--- config.mk ---
export PLATFORM = sky130hd
export DESIGN_NAME = mem_stage_sram_flat
export DESIGN_NICKNAME = d
export VERILOG_FILES = /design/src/rtl/mem_stage_sram_pkg.sv /design/src/rtl/mem_stage_sram_if.sv /design/src/rtl/mem_stage_sram_mem_wb_reg.sv /design/src/rtl/mem_stage_sram.sv /design/src/flat_wrapper.sv
export SDC_FILE = /design/constraint.sdc
export NUM_CORES = 1
export LEC_CHECK = 0
export CORE_MARGIN = 2
export CORE_UTILIZATION = 44
export DETAILED_ROUTE_END_ITERATION = 8
export PLACE_DENSITY = 0.8
export SKIP_CTS_REPAIR_TIMING = 1
export SYNTH_ARGS = -nofsm -noshare
export SYNTH_HDL_FRONTEND = slang
export SYNTH_SLANG_ARGS = --single-unit
--- constraint.sdc ---
create_clock -name clk -period 2.2 [get_ports clk]
set_input_delay 0.44 -clock clk [delete_from_list [all_inputs] [get_ports clk]]
set_output_delay 0.44 -clock clk [all_outputs]
set_load 0.03 [all_outputs]
--- src/rtl/mem_stage_sram_pkg.sv ---
// Shared widths, MEM_BASE default and SRAM access FSM encodings for the MEM stage.
package mem_stage_sram_pkg;

  localparam int REGISTER_LEN     = 32;
  localparam int REG_ADDRESS_LEN  = 4;
  localparam int ADDRESS_LEN      = 32;
  localparam int MEM_BASE_DEFAULT = 1024;

  typedef enum logic [1:0] {
    ST_IDLE = 2'd0,
    ST_LO   = 2'd1,
    ST_HI   = 2'd2,
    ST_DONE = 2'd3
  } mem_state_e;

endpackage

--- src/rtl/mem_stage_sram_if.sv ---
// 16-bit external SRAM port; master side is the MEM stage, slave side the SRAM.
interface mem_stage_sram_if #(
  parameter int SRAM_ADDR_W = 18
);
  logic [SRAM_ADDR_W-1:0] sram_addr;
  logic [15:0]            sram_dq_out;
  logic [15:0]            sram_dq_in;
  logic                   sram_dq_oe;
  logic                   sram_we_n;

  modport master (output sram_addr, sram_dq_out, sram_dq_oe, sram_we_n, input sram_dq_in);
  modport slave  (input sram_addr, sram_dq_out, sram_dq_oe, sram_we_n, output sram_dq_in);
endinterface

--- src/rtl/mem_stage_sram_mem_wb_reg.sv ---
// MEM/WB pipeline register: loads on ld_i, otherwise inserts a bubble (enables cleared, data held).
module mem_wb_reg
  import mem_stage_sram_pkg::*;
(
  input  logic                       clk,
  input  logic                       rst,
  input  logic                       ld_i,
  input  logic                       wb_en_i,
  input  logic                       mem_r_en_i,
  input  logic [REGISTER_LEN-1:0]    alu_res_i,
  input  logic [REGISTER_LEN-1:0]    mem_data_i,
  input  logic [REG_ADDRESS_LEN-1:0] dest_i,
  output logic                       wb_en_o,
  output logic                       mem_r_en_o,
  output logic [REGISTER_LEN-1:0]    alu_res_o,
  output logic [REGISTER_LEN-1:0]    mem_data_o,
  output logic [REG_ADDRESS_LEN-1:0] dest_o
);

  logic                       wb_en_q, mem_r_en_q;
  logic [REGISTER_LEN-1:0]    alu_res_q, mem_data_q;
  logic [REG_ADDRESS_LEN-1:0] dest_q;

  always_ff @(posedge clk or negedge rst) begin
    if (!rst) begin
      wb_en_q    <= 1'b0;
      mem_r_en_q <= 1'b0;
      alu_res_q  <= '0;
      mem_data_q <= '0;
      dest_q     <= '0;
    end else if (ld_i) begin
      wb_en_q    <= wb_en_i;
      mem_r_en_q <= mem_r_en_i;
      alu_res_q  <= alu_res_i;
      mem_data_q <= mem_data_i;
      dest_q     <= dest_i;
    end else begin
      wb_en_q    <= 1'b0;
      mem_r_en_q <= 1'b0;
    end
  end

  assign wb_en_o    = wb_en_q;
  assign mem_r_en_o = mem_r_en_q;
  assign alu_res_o  = alu_res_q;
  assign mem_data_o = mem_data_q;
  assign dest_o     = dest_q;

endmodule

--- src/rtl/mem_stage_sram.sv ---
// MEM stage: 32-bit load/store over a 16-bit SRAM (low half first), pipeline stall and MEM/WB register.
// Optional one-entry read buffer enabled by defining MEM_READ_BUF_EN.
module mem_stage_sram
  import mem_stage_sram_pkg::*;
#(
  parameter int MEM_BASE    = MEM_BASE_DEFAULT,
  parameter int SRAM_ADDR_W = 18,
  parameter int SRAM_WAIT   = 1
) (
  input  logic                       clk,
  input  logic                       rst,
  input  logic                       wb_en_in,
  input  logic                       mem_r_en_in,
  input  logic                       mem_w_en_in,
  input  logic [REGISTER_LEN-1:0]    alu_res_in,
  input  logic [REGISTER_LEN-1:0]    val_Rm_in,
  input  logic [REG_ADDRESS_LEN-1:0] dest_in,
  output logic                       mem_ready,
  output logic                       wb_en_fwd,
  output logic [REG_ADDRESS_LEN-1:0] dest_fwd,
  output logic [REGISTER_LEN-1:0]    wb_value_fwd,
  output logic                       wb_en_out,
  output logic                       mem_r_en_out,
  output logic [REGISTER_LEN-1:0]    alu_res_out,
  output logic [REGISTER_LEN-1:0]    mem_data_out,
  output logic [REG_ADDRESS_LEN-1:0] dest_out,
  mem_stage_sram_if.master           sram
);

  localparam logic [2:0] WAIT_TC = 3'(SRAM_WAIT);

  mem_state_e             state_q, state_d;
  logic [2:0]             cnt_q, cnt_d;
  logic [SRAM_ADDR_W-1:0] addr_q, addr_c, lo_addr, hi_addr;
  logic [15:0]            rd_lo_q, rd_lo_d, dq_out_c;
  logic [31:0]            rd_word_q, rd_word_d, rel_addr, mem_data_c;
  logic                   req, is_store, buf_hit, in_lo, in_hi, we_n_c, oe_c;
  logic                   unused_addr_bits;

  assign req      = mem_r_en_in | mem_w_en_in;
  assign is_store = mem_w_en_in;
  assign rel_addr = alu_res_in - 32'(MEM_BASE);
  assign lo_addr  = {1'b0, rel_addr[SRAM_ADDR_W-1:2], 1'b0};
  assign hi_addr  = lo_addr | SRAM_ADDR_W'(1);
  assign unused_addr_bits = ^{rel_addr[31:SRAM_ADDR_W], rel_addr[1:0]};

`ifdef MEM_READ_BUF_EN
  logic                   buf_valid_q, buf_match;
  logic [SRAM_ADDR_W-1:0] buf_idx_q;
  logic [31:0]            buf_data_q;

  assign buf_match  = buf_valid_q && (buf_idx_q == lo_addr);
  assign buf_hit    = mem_r_en_in && !mem_w_en_in && (state_q == ST_IDLE) && buf_match;
  assign mem_data_c = buf_hit ? buf_data_q : rd_word_q;

  always_ff @(posedge clk or negedge rst) begin
    if (!rst) begin
      buf_valid_q <= 1'b0;
      buf_idx_q   <= '0;
      buf_data_q  <= '0;
    end else if (state_q == ST_DONE) begin
      if (mem_r_en_in && !mem_w_en_in) begin
        buf_valid_q <= 1'b1;
        buf_idx_q   <= lo_addr;
        buf_data_q  <= rd_word_q;
      end else if (is_store && buf_match) begin
        buf_data_q  <= val_Rm_in;
      end
    end
  end
`else
  assign buf_hit    = 1'b0;
  assign mem_data_c = rd_word_q;
`endif

  // The IDLE cycle that sees a request already performs the first LO cycle,
  // so an access stalls exactly 2*(SRAM_WAIT+1) cycles.
  always_comb begin
    state_d   = state_q;
    cnt_d     = cnt_q;
    rd_lo_d   = rd_lo_q;
    rd_word_d = rd_word_q;
    addr_c    = addr_q;
    we_n_c    = 1'b1;
    oe_c      = 1'b0;
    dq_out_c  = val_Rm_in[15:0];
    in_lo     = 1'b0;
    in_hi     = 1'b0;
    case (state_q)
      ST_IDLE: in_lo   = req && !buf_hit;
      ST_LO:   in_lo   = 1'b1;
      ST_HI:   in_hi   = 1'b1;
      default: state_d = ST_IDLE;
    endcase
    if (in_lo) begin
      addr_c = lo_addr;
      if (is_store) begin
        we_n_c = 1'b0;
        oe_c   = 1'b1;
      end
      if (cnt_q == WAIT_TC) begin
        state_d = ST_HI;
        cnt_d   = '0;
        if (!is_store) rd_lo_d = sram.sram_dq_in;
      end else begin
        state_d = ST_LO;
        cnt_d   = cnt_q + 3'd1;
      end
    end
    if (in_hi) begin
      addr_c   = hi_addr;
      dq_out_c = val_Rm_in[31:16];
      if (is_store) begin
        we_n_c = 1'b0;
        oe_c   = 1'b1;
      end
      if (cnt_q == WAIT_TC) begin
        state_d = ST_DONE;
        cnt_d   = '0;
        if (!is_store) rd_word_d = {sram.sram_dq_in, rd_lo_q};
      end else begin
        cnt_d = cnt_q + 3'd1;
      end
    end
  end

  always_ff @(posedge clk or negedge rst) begin
    if (!rst) begin
      state_q   <= ST_IDLE;
      cnt_q     <= '0;
      addr_q    <= '0;
      rd_lo_q   <= '0;
      rd_word_q <= '0;
    end else begin
      state_q   <= state_d;
      cnt_q     <= cnt_d;
      addr_q    <= addr_c;
      rd_lo_q   <= rd_lo_d;
      rd_word_q <= rd_word_d;
    end
  end

  // Strobes are forced inactive while reset is held, even with a request pending.
  assign sram.sram_addr   = rst ? addr_c : '0;
  assign sram.sram_we_n   = we_n_c | ~rst;
  assign sram.sram_dq_oe  = oe_c & rst;
  assign sram.sram_dq_out = dq_out_c;

  assign mem_ready    = !req || (state_q == ST_DONE) || buf_hit;
  assign wb_en_fwd    = wb_en_in;
  assign dest_fwd     = dest_in;
  assign wb_value_fwd = alu_res_in;

  mem_wb_reg u_mem_wb_reg (
    .clk        (clk),
    .rst        (rst),
    .ld_i       (mem_ready),
    .wb_en_i    (wb_en_in),
    .mem_r_en_i (mem_r_en_in),
    .alu_res_i  (alu_res_in),
    .mem_data_i (mem_data_c),
    .dest_i     (dest_in),
    .wb_en_o    (wb_en_out),
    .mem_r_en_o (mem_r_en_out),
    .alu_res_o  (alu_res_out),
    .mem_data_o (mem_data_out),
    .dest_o     (dest_out)
  );

endmodule

--- src/flat_wrapper.sv ---
// flat-port wrapper written by rule: the top's interface ports become plain ports
module mem_stage_sram_flat import mem_stage_sram_pkg::*;
#(
  parameter int MEM_BASE    = MEM_BASE_DEFAULT,
  parameter int SRAM_ADDR_W = 18,
  parameter int SRAM_WAIT   = 1
)
  (clk, rst, wb_en_in, mem_r_en_in, mem_w_en_in, alu_res_in, val_Rm_in, dest_in, mem_ready, wb_en_fwd, dest_fwd, wb_value_fwd, wb_en_out, mem_r_en_out, alu_res_out, mem_data_out, dest_out, sram_sram_addr, sram_sram_dq_out, sram_sram_dq_oe, sram_sram_we_n, sram_sram_dq_in);
  mem_stage_sram_if #(.SRAM_ADDR_W(SRAM_ADDR_W)) sram_i ();
  input  logic clk;
  input  logic rst;
  input  logic wb_en_in;
  input  logic mem_r_en_in;
  input  logic mem_w_en_in;
  input  logic [REGISTER_LEN-1:0] alu_res_in;
  input  logic [REGISTER_LEN-1:0] val_Rm_in;
  input  logic [REG_ADDRESS_LEN-1:0] dest_in;
  output logic mem_ready;
  output logic wb_en_fwd;
  output logic [REG_ADDRESS_LEN-1:0] dest_fwd;
  output logic [REGISTER_LEN-1:0] wb_value_fwd;
  output logic wb_en_out;
  output logic mem_r_en_out;
  output logic [REGISTER_LEN-1:0] alu_res_out;
  output logic [REGISTER_LEN-1:0] mem_data_out;
  output logic [REG_ADDRESS_LEN-1:0] dest_out;
  output wire logic [$bits(sram_i.sram_addr)-1:0] sram_sram_addr;
  output wire logic [$bits(sram_i.sram_dq_out)-1:0] sram_sram_dq_out;
  output wire logic [$bits(sram_i.sram_dq_oe)-1:0] sram_sram_dq_oe;
  output wire logic [$bits(sram_i.sram_we_n)-1:0] sram_sram_we_n;
  input wire logic [$bits(sram_i.sram_dq_in)-1:0] sram_sram_dq_in;
  assign sram_sram_addr = sram_i.sram_addr;
  assign sram_sram_dq_out = sram_i.sram_dq_out;
  assign sram_sram_dq_oe = sram_i.sram_dq_oe;
  assign sram_sram_we_n = sram_i.sram_we_n;
  assign sram_i.sram_dq_in = sram_sram_dq_in;
  mem_stage_sram #(.MEM_BASE(MEM_BASE), .SRAM_ADDR_W(SRAM_ADDR_W), .SRAM_WAIT(SRAM_WAIT)) u_core (.clk(clk), .rst(rst), .wb_en_in(wb_en_in), .mem_r_en_in(mem_r_en_in), .mem_w_en_in(mem_w_en_in), .alu_res_in(alu_res_in), .val_Rm_in(val_Rm_in), .dest_in(dest_in), .mem_ready(mem_ready), .wb_en_fwd(wb_en_fwd), .dest_fwd(dest_fwd), .wb_value_fwd(wb_value_fwd), .wb_en_out(wb_en_out), .mem_r_en_out(mem_r_en_out), .alu_res_out(alu_res_out), .mem_data_out(mem_data_out), .dest_out(dest_out), .sram(sram_i));
endmodule
==> results.toml, run 1 <==
[critical_path]
path_max_fanout = 8
start_kind = "flip-flop"
worst-setup-path-type = "reg -> out"
arrival_ps = 2150
critPathRequiredTime_ps = 1760
worst_setup_path_end_kind = "output port"

[die]
dieHeight_um = 123
start_util_pct = 44.8
core_area_um2 = 13800
die_area_um2 = 15100
die_w_um = 123
rows = 43
io_pins = 233

[clocking]
cts_tree = "yes"
clock_latency_ps = 420
htreeDepth = 4
clk_pin_slew_ps = 60
clk_path_buf_depth = 2
cts_buffers = 17
cts.sinks = 141
clockRootBuffer = "clkbuf_16"

[logic_synthesis]
async_flop_share_pct = 100
ys.flop_type = "dfrtp_1"
synthSimpleGateAreaFrac_pct = 4.95
syn_nets = 530
synth_compound_gate_area_share_pct = 3.86
synthDistinctLibCells = 40
seq_area_frac_synth_pct = 56.9
ys_ff_latch = 141
synth_top_family_by_area = "multiplexers"
synth_area_um2 = 6200
synthMuxAreaShare_pct = 26.1
synthAdderAreaFrac_pct = 0.202
syn-instance-count = 440
synthXorXnorAreaFrac_pct = 0.565
syn_area_per_cell_um2 = 14.1
yosysWarningCount = 0
synth_edf_count = 0

[timing]
slew_violations = 0
finalSetupViolations = 34
clock_skew_ps = 6.91
fmax_ghz = 0.387
fin_crit_sh_pct = 118
slew_headroom_pct = 38.3
min_period_ps = 2590
worst_pin_slew_ps = 926
fin_ws_ps = -386
rsz0062_at_grt = "yes"
finalHoldViolCount = 0

[power_and_ir_drop]
power.share.combinational_pct = 48.6
power_frac_seq_pct = 31.0
power_uw = 14700
swShare_pct = 36.8
p_int_uw = 9310
p_clk_share_pct = 20.5
powerDensity_nw_per_um2 = 1510
ir_drop_v = 0.000976
leakagePower_uw = 0.00436
p_sw_uw = 5420

[final_layout]
layout_common_cells = "clkdlybuf4s50_1, dfrtp_1, mux2_2"
n_antenna_cell = 0
fin_cells = 882
area_growth_pct = 57.7
stdcell_area_um2 = 9780
num-fill-cells = 915
drive_above_1_share_pct = 45.3
final_nets = 779
final_common_cell = "clkdlybuf4s50_1"

[global_route]
grt_busiest_layer = "met2"
grt_max_degree = 76
grt_pass1_vias = 4766
antenna_found_initial = 0
grt_usage_pct = 21.8
met1_usage_pct = 26.8
overflow = 0
use_met3_pct = 8.74
grt_pass1_wl_um = 24700
use_met2_pct = 34.7

[placement]
dp_cells = 841
gp_congestion = 0.817
hpwl_um = 11200
portBuffers = 232
dpl_cell_area_um2 = 8870

[detailed_routing]
dr.first_iter.drc_count = 222
drtPass1Iterations = 4
drc = 0
num_vias = 4462
ant_nets = 0
viasPerCell = 5.06
wl_um = 16700
wl_per_cell_um = 18.9

[min_path]
hold_class = "in -> async"

[outcome]
outcome = "finished, violations left"
violations = "negative setup slack"

[flow_run]
maxCapViolations = 0
==> power groups by stage <==
stage               Sequential (uW)  Clock, uW  Combinational (uW)
CTS                            4530       3060                6950
floorplan                      5670          0                3060
finish                         4560       3010                7160
global placement               4480          0                6750
detailed placement             4550          0                6880
global route                   4720       3180                7540
==> final cells by class <==
| class | instances | area, um^2 | area share (%) |
|---|---|---|---|
| Inverter | 6 | 42.5 | 0.435 |
| Tap cell | 180 | 225 | 2.30 |
| Clock inverter | 13 | 188 | 1.92 |
| Multi-Input combinational cell | 234 | 2520 | 25.8 |
| Clock buffer | 19 | 433 | 4.43 |
| Timing Repair Buffer | 289 | 2840 | 29.0 |
| Sequential cell | 141 | 3530 | 36.1 |
==> stage by stage <==
stage          setup TNS, ps  setup WS (ps)  hold WS, ps  util, %
2_1_floorplan           -330           -197          144        -
3_3_place_gp          -12370           -728          464     64.1
3_5_place_dp          -15770           -754          469     64.1
4_1_cts               -20700           -761         64.6     68.6
5_1_grt                -8980           -430         90.7     70.7
6_report               -6870           -386         58.8     70.7
==> sequential cells by signal, indices dropped and copies added, names as in the netlist <==
register and cells:
u_core.u_mem_wb_reg.alu_res_o 32, u_core.addr_q 18, u_core.cnt_q 3, u_core.u_mem_wb_reg.wb_en_o 1, u_core.rd_lo_q 16, u_core.state_q 2, u_core.u_mem_wb_reg.dest_o 4, u_core.u_mem_wb_reg.mem_r_en_o 1
u_core.mem_data_c 32, u_core.u_mem_wb_reg.mem_data_o 32
==> worst max-delay path, cell delays in order, from the launching register on <==
cell and delay [ps]:
dfrtp_2 430, buf_6 140, or4_4 500, buf_12 170
clkbuf_16 160, nand3_2 100, a21oi_2 70, buf_6 150
==> logic make-up (layout without fill, tap and decap cells) <==
group | Yosys count | after routing
adder cells (fa/ha/maj) | 1 | 1
buffers and inverters | 65 | 327
XOR/XNOR | 4 | 4
multiplexers | 134 | 134
flip-flops | 141 | 141
AO/OA/AOI/OAI | 42 | 42
AND/OR/NAND/NOR | 53 | 53
==> synth_stat cells, types with 2 or more instances <==
master	count	area, um^2
dfrtp_1	141	3530
mux2_2	103	1160
buf_4	39	293
mux2_4	30	450
a21oi_1	17	85.1
o21ai_0	13	65.1
nand2_1	12	45.0
nand3_1	10	50.1
buf_2	8	40.0
clkbuf_1	6	22.5
inv_1	5	18.8
nor2_1	5	18.8
a311oi_1	4	35.0
a31oi_1	4	25.0
and3_1	3	18.8
buf_12	3	60.1
nor3_1	3	15.0
or2_2	3	18.8
or3_1	3	18.8
and2_1	2	12.5
buf_1	2	7.51
nor2b_1	2	12.5
o31ai_1	2	15.0
or4_4	2	22.5
xnor2_1	2	17.5
xor2_1	2	17.5
==> path summary, 6_finish.rpt <==
kind | startpoint | endpoint | cells past startpoint | slack (ps)
hold / removal | rst | u_core.addr_q[9]$_DFF_PN0_ | 2 | 60
max in group asynchronous | rst | u_core.u_mem_wb_reg.mem_data_o[12]$_DFFE_PN0N_ | 3 | 870
min in group clk | alu_res_in[15] | u_core.u_mem_wb_reg.alu_res_o[15]$_DFFE_PN0N_ | 3 | 430
setup reg to reg | u_core.state_q[1]$_DFF_PN0_ | u_core.u_mem_wb_reg.alu_res_o[16]$_DFFE_PN0N_ | 7 | 140
hold reg to reg | u_core.rd_lo_q[6]$_DFFE_PN0P_ | u_core.mem_data_c[6]$_DFFE_PN0P_ | 1 | 500
setup / recovery | u_core.state_q[1]$_DFF_PN0_ | sram_sram_addr[6] | 7 | -390
==> layer usage <==
metal	wire length [um]	up-vias
li1	-	2028
met4	236	0
met5	0	-
met2	8710	149
met1	6560	2270
met3	1190	15
Power figures use the tool's default switching activity.
==> inputs of run 2 (changes only) <==
--- a/config.mk
+++ b/config.mk
@@ -6,9 +6,10 @@
 export NUM_CORES = 1
 export LEC_CHECK = 0
 export CORE_MARGIN = 2
-export CORE_UTILIZATION = 44
+export CORE_UTILIZATION = 46
+export CTS_BUF_LIST = sky130_fd_sc_hd__clkbuf_4 sky130_fd_sc_hd__clkbuf_8
 export DETAILED_ROUTE_END_ITERATION = 8
-export PLACE_DENSITY = 0.8
+export PLACE_DENSITY = 0.83
 export SKIP_CTS_REPAIR_TIMING = 1
 export SYNTH_ARGS = -nofsm -noshare
 export SYNTH_HDL_FRONTEND = slang
==> run 2 against run 1 <==
Against the previous run:
- the flow still finishes with violations (negative setup slack)
- hold slack improved by 74 ps
- core utilization grew 4.3 points
- sequential power is essentially flat
- combinational power increased by 7.5%
- clock power shrank 28%
- critical path depth shrank 2
- clock-buffer cell count up 5
- global-route usage grew 1.3 points
- die area fell by 4.2%
- register-to-register slack gained 60 ps
- setup slack better by 13 ps
- non-clock buffer count grew 22
- critical path type is now in -> out
- critical endpoint is now sram_sram_addr[16]
- largest power group unchanged
==> results.toml, run 2 (synthesized netlist as in run 1, its figures left out) <==
[final_layout]
final_common_cell = "clkdlybuf4s50_1"
layout_common_cells = "clkdlybuf4s50_1, dfrtp_1, mux2_2"
final_nets = 801
area_growth_pct = 59.5
drive_above_1_share_pct = 47.5
num-fill-cells = 796
fin_cells = 901
stdcell_area_um2 = 9890

[power_and_ir_drop]
powerDensity_nw_per_um2 = 1460
leakagePower_uw = 0.00448
power_uw = 14400
ir_drop_v = 0.000970

[timing]
clock_skew_ps = 11.4
slew_headroom_pct = 56.4
rsz0062_at_grt = "yes"
finalSetupViolations = 35
whs_ps = 133
worst_pin_slew_ps = 655
finalHoldViolCount = 0
min_period_ps = 2570
slew_violations = 0
fin_crit_sh_pct = 117
fin_ws_ps = -373
fmax_ghz = 0.389
fin_tns_setup_ps = -7050

[die]
dieHeight_um = 120
rows = 42
io_pins = 233
start_util_pct = 47.0
core_area_um2 = 13200
die_area_um2 = 14400
die_w_um = 120

[detailed_routing]
wl_um = 17200
ant_nets = 0
wl_per_cell_um = 19.1
viasPerCell = 5.14
drc = 0
dr.first_iter.drc_count = 174
drtPass1Iterations = 4
num_vias = 4628

[min_path]
hold_class = "in -> async"

[clocking]
cts.sinks = 141
cts_tree = "yes"
clock_latency_ps = 450
clk_pin_slew_ps = 90
cts_buffers = 17
htreeDepth = 4
clockRootBuffer = "clkbuf_8"
clk_path_buf_depth = 2

[global_route]
overflow = 0
grt_pass1_vias = 5033
antenna_found_initial = 1
grt_usage_pct = 23.0
grt_pass1_wl_um = 25500
grt_max_degree = 128

[placement]
dpl_cell_area_um2 = 8970
hpwl_um = 11700
dp_cells = 848
portBuffers = 232
gp_congestion = 0.802

[critical_path]
reg2reg_slack_ps = 200
start_kind = "primary input"
crit_end = "sram_sram_addr[16]"
worstSetupStartpoint = "alu_res_in[13]"
r2r_start = "u_core.cnt_q[1]$_DFFE_PN0P_"
worst_setup_path_end_kind = "output port"
path_max_fanout = 2
r2r_cells = 4
critPathRequiredTime_ps = 1760
worst-setup-path-type = "in -> out"
arrival_ps = 2130
r2r-end = "u_core.mem_data_c[11]$_DFFE_PN0P_"

[outcome]
outcome = "finished, violations left"
violations = "negative setup slack"

[flow_run]
maxCapViolations = 0
[run 2: per-layer routing]
metal / vias up / track usage (%) / routed length [um] / part of all wire [%]
met5: - / 0 / 0 / 0
met4: 0 / 8.90 / 340 / 2.0
met3: 32 / 7.98 / 1060 / 6.2
met2: 157 / 39.6 / 9040 / 53
met1: 2365 / 26.3 / 6730 / 39
li1: 2074 / - / - / -
[run 2: worst min path at each step]
stage | cells past startpoint | end | slack (ps)
floorplan | 0 | u_core.addr_q[0]$_DFF_PN0_ | 140
global placement | 2 | u_core.addr_q[0]$_DFF_PN0_ | 430
detailed placement | 2 | u_core.u_mem_wb_reg.alu_res_o[15]$_DFFE_PN0N_ | 430
CTS | 2 | u_core.u_mem_wb_reg.alu_res_o[17]$_DFFE_PN0N_ | -60
global route | 2 | u_core.u_mem_wb_reg.alu_res_o[22]$_DFFE_PN0N_ | 160
finish | 2 | u_core.u_mem_wb_reg.alu_res_o[22]$_DFFE_PN0N_ | 130
[run 2: report_power, final]
part           total (uW)  switching, uW  internal [uW]  leakage [uW]
Clock                2170            978           1190      0.000217
Sequential           4550            683           3870       0.00168
Combinational        7700           3760           3940       0.00258
[run 2: final cells by class]
type | count | area [um^2] | area share, %
Timing Repair Buffer | 311 | 3100 | 31.4
Antenna cell | 1 | 2.50 | 0.0253
Sequential cell | 141 | 3530 | 35.7
Clock inverter | 8 | 104 | 1.05
Inverter | 6 | 42.5 | 0.430
Clock buffer | 24 | 318 | 3.21
Multi-Input combinational cell | 234 | 2570 | 26.0
Tap cell | 176 | 220 | 2.23
[run 2: worst max-delay path: stages]
cell and delay (ps):
dlymetal6s2s_1 130, or4_4 540, or4_4 560, a311oi_4 270
buf_6 180
[run 2: stage by stage]
stage | utilization, % | setup WS (ps)
after floorplan | - | -197
after global placement | 68.0 | -766
after detailed placement | 68.0 | -821
after CTS | 71.2 | -825
after global routing | 75.0 | -446
final | 75.0 | -373
